--- config.mk ---
export PLATFORM = sky130hd
export DESIGN_NAME = ann_to_snn_encoder_mc
export DESIGN_NICKNAME = d
export VERILOG_FILES = /design/src/rtl/ann_to_snn_encoder_mc.sv
export SDC_FILE = /design/constraint.sdc
export NUM_CORES = 1
export LEC_CHECK = 0
export ABC_AREA = 1
export BUFFER_PORTS_ARGS = -buffer_cell sky130_fd_sc_hd__buf_2
export CELL_PAD_IN_SITES_DETAIL_PLACEMENT = 1
export CELL_PAD_IN_SITES_GLOBAL_PLACEMENT = 2
export CORE_ASPECT_RATIO = 0.6
export CORE_UTILIZATION = 35
export CTS_CLUSTER_SIZE = 25
export DETAILED_ROUTE_END_ITERATION = 10
export GPL_TIMING_DRIVEN = 0
export PLACE_DENSITY_LB_ADDON = 0.12
export SETUP_SLACK_MARGIN = 0.02
export SLEW_MARGIN = 20
export SYNTH_ARGS = -nofsm -noshare
export SYNTH_HDL_FRONTEND = slang
export SYNTH_SLANG_ARGS = --single-unit
--- constraint.sdc ---
create_clock -name clk -period 3 [get_ports clk]
set_input_delay 0.3 -clock clk [delete_from_list [all_inputs] [get_ports clk]]
set_output_delay 0.3 -clock clk [all_outputs]
set_load 0.02 [all_outputs]
--- src/rtl/ann_to_snn_encoder_mc.sv ---
// ann_to_snn_encoder_mc: N-channel integrate-and-fire rate encoder, T spike vectors per activation frame.
// Optional leak enabled by defining ANN_SNN_ENC_LEAK_EN.  Rev 1.0
`default_nettype none

module ann_to_snn_encoder_mc #(
  parameter int N          = 4,
  parameter int DATA_WIDTH = 8,
  parameter int T          = 4,
  parameter int LEAK_SHIFT = 2
) (
  input  logic                    clk,
  input  logic                    rst,
  input  logic [N*DATA_WIDTH-1:0] in_data,
  input  logic [DATA_WIDTH-1:0]   in_threshold,
  input  logic                    in_mode,
  input  logic                    in_valid,
  output logic                    in_ready,
  output logic [N-1:0]            spike_out,
  output logic                    spike_valid,
  input  logic                    spike_ready,
  output logic                    spike_last,
  output logic                    busy
);

  localparam int TW = $clog2(T);
  localparam int VW = DATA_WIDTH + 1;

  localparam logic [1:0] S_IDLE  = 2'd0;
  localparam logic [1:0] S_RUN   = 2'd1;
  localparam logic [1:0] S_DRAIN = 2'd2;

  logic [1:0]              r_state;
  logic [N*DATA_WIDTH-1:0] r_data;
  logic [DATA_WIDTH-1:0]   r_th;
  logic                    r_mode;
  logic [TW-1:0]           r_t;
  logic [VW-1:0]           r_v [N];
  logic [N-1:0]            r_spike;
  logic                    r_sv;
  logic                    r_last;

  logic [VW-1:0]           w_vl    [N];
  logic [VW-1:0]           w_s     [N];
  logic [VW-1:0]           w_vnext [N];
  logic [N-1:0]            w_fire;
  logic                    w_free;
  logic                    w_tlast;

  assign w_free  = !r_sv || spike_ready;
  assign w_tlast = (r_t == TW'(T - 1));

  genvar gi;
  generate
    for (gi = 0; gi < N; gi++) begin : g_ch
`ifdef ANN_SNN_ENC_LEAK_EN
      assign w_vl[gi] = r_v[gi] - (r_v[gi] >> LEAK_SHIFT);
`else
      if (LEAK_SHIFT > 0) begin : g_noleak
        assign w_vl[gi] = r_v[gi];
      end else begin : g_noleak_z
        assign w_vl[gi] = r_v[gi];
      end
`endif
      assign w_s[gi]     = w_vl[gi] + VW'(r_data[gi*DATA_WIDTH +: DATA_WIDTH]);
      assign w_fire[gi]  = (w_s[gi] >= {1'b0, r_th});
      assign w_vnext[gi] = w_fire[gi] ? (r_mode ? '0 : (w_s[gi] - {1'b0, r_th})) : w_s[gi];
    end
  endgenerate

  always_ff @(posedge clk or posedge rst) begin
    if (rst) begin
      r_state <= S_IDLE;
      r_data  <= '0;
      r_th    <= '0;
      r_mode  <= 1'b0;
      r_t     <= '0;
      r_spike <= '0;
      r_sv    <= 1'b0;
      r_last  <= 1'b0;
      for (int i = 0; i < N; i++) r_v[i] <= '0;
    end else begin
      case (r_state)
        S_IDLE: begin
          if (r_sv && spike_ready) r_sv <= 1'b0;
          if (in_valid) begin
            r_data  <= in_data;
            // Zero threshold would fire on every step regardless of input; clamp to 1.
            r_th    <= (in_threshold == '0) ? DATA_WIDTH'(1) : in_threshold;
            r_mode  <= in_mode;
            r_t     <= '0;
            r_state <= S_RUN;
            for (int i = 0; i < N; i++) r_v[i] <= '0;
          end
        end
        S_RUN: begin
          if (w_free) begin
            for (int i = 0; i < N; i++) r_v[i] <= w_vnext[i];
            r_spike <= w_fire;
            r_sv    <= 1'b1;
            r_last  <= w_tlast;
            r_t     <= r_t + TW'(1);
            if (w_tlast) r_state <= S_DRAIN;
          end
        end
        S_DRAIN: begin
          if (spike_ready) begin
            r_sv    <= 1'b0;
            r_last  <= 1'b0;
            r_state <= S_IDLE;
          end
        end
        default: r_state <= S_IDLE;
      endcase
    end
  end

  assign in_ready    = (r_state == S_IDLE);
  assign busy        = (r_state != S_IDLE);
  assign spike_out   = r_spike;
  assign spike_valid = r_sv;
  assign spike_last  = r_last;

endmodule

`default_nettype wire

# Word level (Yosys, flattened, before mapping)
# Cells that the tools add are included.
# classes
div_mod_pow	0
n_mux	26
n_reduce_logical	15
n_addsub	9
bitwise	0
n_shift	0
n_mul	0
eq_ne	8
magnitude_cmp	4
# ops
operator	count
$mux 36	2
$mux 9	8
$pmux 36 s2	1
$add 9x8->9	4
$ge 9x8->1	4
$sub 9x8->9	4
$mux 2	6
$logic_not 8->1	1
$mux 8	1
$ne 2x2->1 const B	4
$reduce_and 4->1	2
$pmux 2 s3	1
$reduce_and 3->1	2
$reduce_bool 2->1	3
$eq 2x2->1 const B	2
$mux 1	4
$pmux 2 s2	1
$reduce_and 2->1	2
$pmux 1 s3	1
$reduce_bool 3->1	1
$add 2x1->2 const B	1
$eq 2x1->1 const B	1
$logic_not 2->1	1
$ne 2x1->1 const B	1
4 further kinds	4
# totals
reg_bits	87
latch_bits	0
inputBits	45
memories	0
romBits	0
ramBits	0
out_inout_bits	8

# Depth between registers and ports, before layout
# logic_depth
depth_word	6
depth_mapped	22
ltp_nobuf	21

# Least setup slack after synthesis
# Ideal clock, no wire load.
# synth_path
path_type	reg2reg
start	reg r_data[8]
end	reg r_spike[1] (netlist: spike_out[1])
required_ps	2881
t_arrival_ps	2574
path_buffers	0
setup_slack_ps	307
stages_incl_launch_ff	18
cell_sequence	dfrtp_1 > ha_1 > inv_1 > fa_1 > inv_1 > nand3_1 > nand2_1 > nand3_1 > nand2_1 > nand2_1 > nand2_1 > inv_1 > ha_1 > nand2_1 > nor2_1 > a21oi_2 > nand4_2 > o21a_1
# synth_via
elab_chain_cells	2
# synth_lines
element	line	source
from (decl)	33	logic [N*DATA_WIDTH-1:0] r_data;
from (signal assigned)	86	r_data <= in_data;
$add 9x8->9	64	assign w_s[gi] = w_vl[gi] + VW'(r_data[gi*DATA_WIDTH +: DATA_WIDTH]);
$ge 9x8->1	65	assign w_fire[gi] = (w_s[gi] >= {1'b0, r_th});
to (signal assigned)	98	r_spike <= w_fire;
to (decl)	38	logic [N-1:0] r_spike;
# No other way between the ends.
# A chain may end at the register's enable or synchronous reset.

# Worst setup path after layout
# layout_path
start	reg r_v[6] (netlist bit)
end	reg r_v[6] (netlist bit)
# layout_via
elab_chain_cells	6
# layout_lines
element	line	source
from (decl)	37	logic [VW-1:0] r_v [N];
$add 9x8->9 (*)	64	
$sub 9x8->9	66	assign w_vnext[gi] = w_fire[gi] ? (r_mode ? '0 : (w_s[gi] - {1'b0, r_th})) : w_s[gi];
$mux 9	66	
$mux 9 (*)	66	
$mux 36 (*)	96	if (w_free) begin
$pmux 36 s2 (*)	82	case (r_state)
# Every way passes the cells marked *; elsewhere a longest branch is shown, timed or not. The select of a mux whose other input is x is not followed.

==> qor.yml <==
floorplanning:
  die_height_um: 113.8
  fp.dieW_um: 188.3
  die_area_mm2: 0.02142
  pin_count: 53
  coreArea_mm2: 0.02022
  num_rows: 40
  start_util: 0.3605
worst_setup_path:
  cpMostUsedCell: "nand2_1"
  criticalPathCategory: "flop to flop"
  reg2reg_depth: 14
  r2r_start: "r_v[6]"
  crit_path_end_kind: "flop"
  reg2reg_slack_ns: 0.15
  path_max_fanout: 9
  path_cells: "ha_1 > inv_1 > o31a_1 > nand3_1 > nand2_1 > ha_2 > inv_1 > nor3_4 > a21oi_4 > buf_12 > nand3_4 > nand2_1 > nand3_1 > nand2_1"
  critical_path.slowest_cell: "ha_2"
  regToRegEndpoint: "r_v[6]"
  crit_path_max_incr_delay_ns: 0.44
  path_buf_inv: 3
  critPathArrivalTime_ns: 3.10
  worst-path-stages: 14
  cp.required_ns: 3.25
  cp-start-kind: "flop"
  crit_family: "adder cells"
detailed_routing:
  vias_per_cell: 4.880
  drcViolationCount: 0
  avgRoutedWirePerCell_um: 16.57
  drt-total-wl_mm: 24.10
  drtIter0Drc: 390
  firstDrtPassIters: 5
  antenna_left: 0
  via_count: 7096
sta:
  slew_violations: 0
  min_period_ns: 2.849
  rsz0062_at_grt: "yes"
  finClkSkew_ns: 0.01311
  fin_crit_sh: 0.9497
  setup_viol: 0
  setup_slack_ns: 0.1510
  timing.fmax_mhz: 351.0
  hold_violations: 0
  setup_tns_ns: 0
  tightest_slew_ns: 0.7006
  maxSlewHeadroom: 0.5329
clock_network:
  clk_transition_reported_paths_ns: 0.08
  cts_tree: "built"
  clock_path_buffers: 2
  cts_buffers: 9
  cts-root-buf: "clkbuf_16"
  htreeDepth: 3
  clk_latency_ns: 0.37
  clock-sinks: 87
cells_and_area:
  area_growth_pct: 22.63
  final_nets: 1294
  multi_input_area_mm2: 0.004825
  seq_area_mm2: 0.002177
  nFillCells: 2629
  final_util: 0.4420
  n_antenna_cell: 0
  layout-drive-gt1-share: 0.1939
placement:
  gp_congestion: 0.8157
  hpwl_mm: 18.24
  port_buffers: 52
  post-place-ws_ns: -0.3764
flow_run:
  cap_violations: 0
yosys:
  yosys_warnings: 0
  ys_ff_latch: 87
  syn_avg_cell_area_um2: 6.705
  synth-seq-area-share: 0.2987
  synth.net_count: 1205
  synthDistinctLibCells: 35
  synth_area_mm2: 0.007288
  synthCells: 1087
min_path:
  hold_depth: 3
  min_path_type: "primary input to flop"
  hp-start: "in_data[31]"
  min_to: "r_data[31]"
global_route:
  antenna_found_initial: 0
  grt_pass1_wl_mm: 38.50
  grt_pass1_vias: 7106
  grt_overflow: 0
  grt.total_usage: 0.2330
  grt_max_degree: 70
status:
  status: "complete, no violations"
[layout by cell type (no fill, tap or decap), drive strengths merged]
master | Yosys | final
o21a | 4 | 4
o21bai | 1 | 1
nand2 | 451 | 452
fa | 8 | 8
a21boi | 1 | 1
bufinv | 0 | 1
clkinvlp | 0 | 2
xor2 | 3 | 3
a21oi | 39 | 39
nand4 | 47 | 48
buf | 19 | 92
nand3 | 94 | 95
dfrtp | 87 | 87
o31a | 1 | 1
inv | 167 | 167
nor4 | 1 | 1
or2 | 15 | 15
dlygate4sd3 | 0 | 1
nand3b | 7 | 7
nor3 | 2 | 2
nor2 | 34 | 34
ha | 65 | 65
xnor2 | 11 | 11
clkinv | 0 | 1
a41oi | 1 | 1
clkbuf | 2 | 15
o21ai | 27 | 27
[registers in the layout, summed over array words and instances (netlist names)]
name         flops
spike_valid      1
r_th             8
r_state          2
spike_last       1
r_mode           1
r_data          32
spike_out        4
r_t              2
r_v             36
[timing repair]
item / in CTS / in global routing
buffers inserted: 3 / 16
endpoints found under the setup margin: 40 / 40
gates resized for setup: 35 / 81
hold buffers: 1 / 0
pin swaps: 7 / 37
endpoints found under the hold margin: 18 / 0
gates cloned: 2 / 3
[how the worst max path moves through the flow]
stage / to / from / slack [ns]
finish: r_v[6] / r_v[6] / 0.15
global route: r_v[34] / r_data[0] / -0.03
floorplan: spike_out[1] / r_data[8] / 0.31
global placement: r_v[15] / rst / -1.0
CTS: r_v[21] / r_v[18] / 0.04
detailed placement: r_v[23] / r_data[8] / -0.38
[cell families after synthesis]
| kind of cell | synth area share |
|---|---|
| adder cells (fa/ha/maj) | 0.1336 |
| flip-flops | 0.2987 |
| XOR/XNOR | 0.01682 |
| buffers and inverters | 0.1027 |
| AO/OA/AOI/OAI | 0.05597 |
| AND/OR/NAND/NOR | 0.3923 |
[Yosys cell counts]
library cell,n,area share
nand2_1,445,0.23
inv_1,165,0.085
nand3_1,91,0.062
dfrtp_1,87,0.30
ha_1,65,0.11
nand4_1,45,0.039
a21oi_1,35,0.024
nor2_1,31,0.016
o21ai_0,26,0.018
or2_2,15,0.013
buf_2,14,0.0096
xnor2_1,11,0.013
fa_1,8,0.022
nand3b_1,7,0.0072
a21oi_2,4,0.0048
buf_4,4,0.0041
o21a_1,4,0.0041
nand2_2,3,0.0026
nand2_4,3,0.0046
nand3_4,3,0.0072
nor2_4,3,0.0046
xor2_1,3,0.0036
clkbuf_1,2,0.0010
nor3_1,2,0.0014
a21boi_0,1,0.0010
a41oi_1,1,0.0012
buf_6,1,0.0015
inv_2,1,0.00051
inv_4,1,0.00086
nand4_2,1,0.0017
nand4_4,1,0.0029
nor4_1,1,0.00086
o21ai_1,1,0.00069
o21bai_1,1,0.0010
o31a_1,1,0.0012
[tightest hold or removal path: stages]
cell and delay, ns:
buf_2 0.07, nand2_1 0.04, nand2_1 0.04
[routing by layer]
metal	up-vias	routed length, um	global-route usage
met1	3347	13290	0.3602
met2	83	9887	0.3427
li1	3652	-	-
met4	0	196	0.03871
met5	-	0	0
met3	14	725	0.03477
[area by class of cell]
type                            count  area share
Clock inverter                      4    0.006020
Inverter                          167     0.07126
Tap cell                          273     0.03822
Sequential cell                    87      0.2436
Buffer                             21     0.01484
Timing Repair Buffer               75     0.05754
Clock buffer                       12     0.02870
Multi-Input combinational cell    815      0.5398
[stage by stage]
stage | cell area [um^2] | hold slack, ns | instances
2_1_floorplan | 7288 | 0.4096 | 1087
3_3_place_gp | 7890 | 0.4659 | 1412
3_5_place_dp | 7923 | 0.2527 | 1413
4_1_cts | 8426 | 0.1118 | 1435
5_1_grt | 8937 | 0.1334 | 1454
6_report | 8937 | 0.1178 | 1454
Power is left out: the tool's default activity adds up to more than one toggle a clock period on the data nets, which glitch-free logic cannot reach.
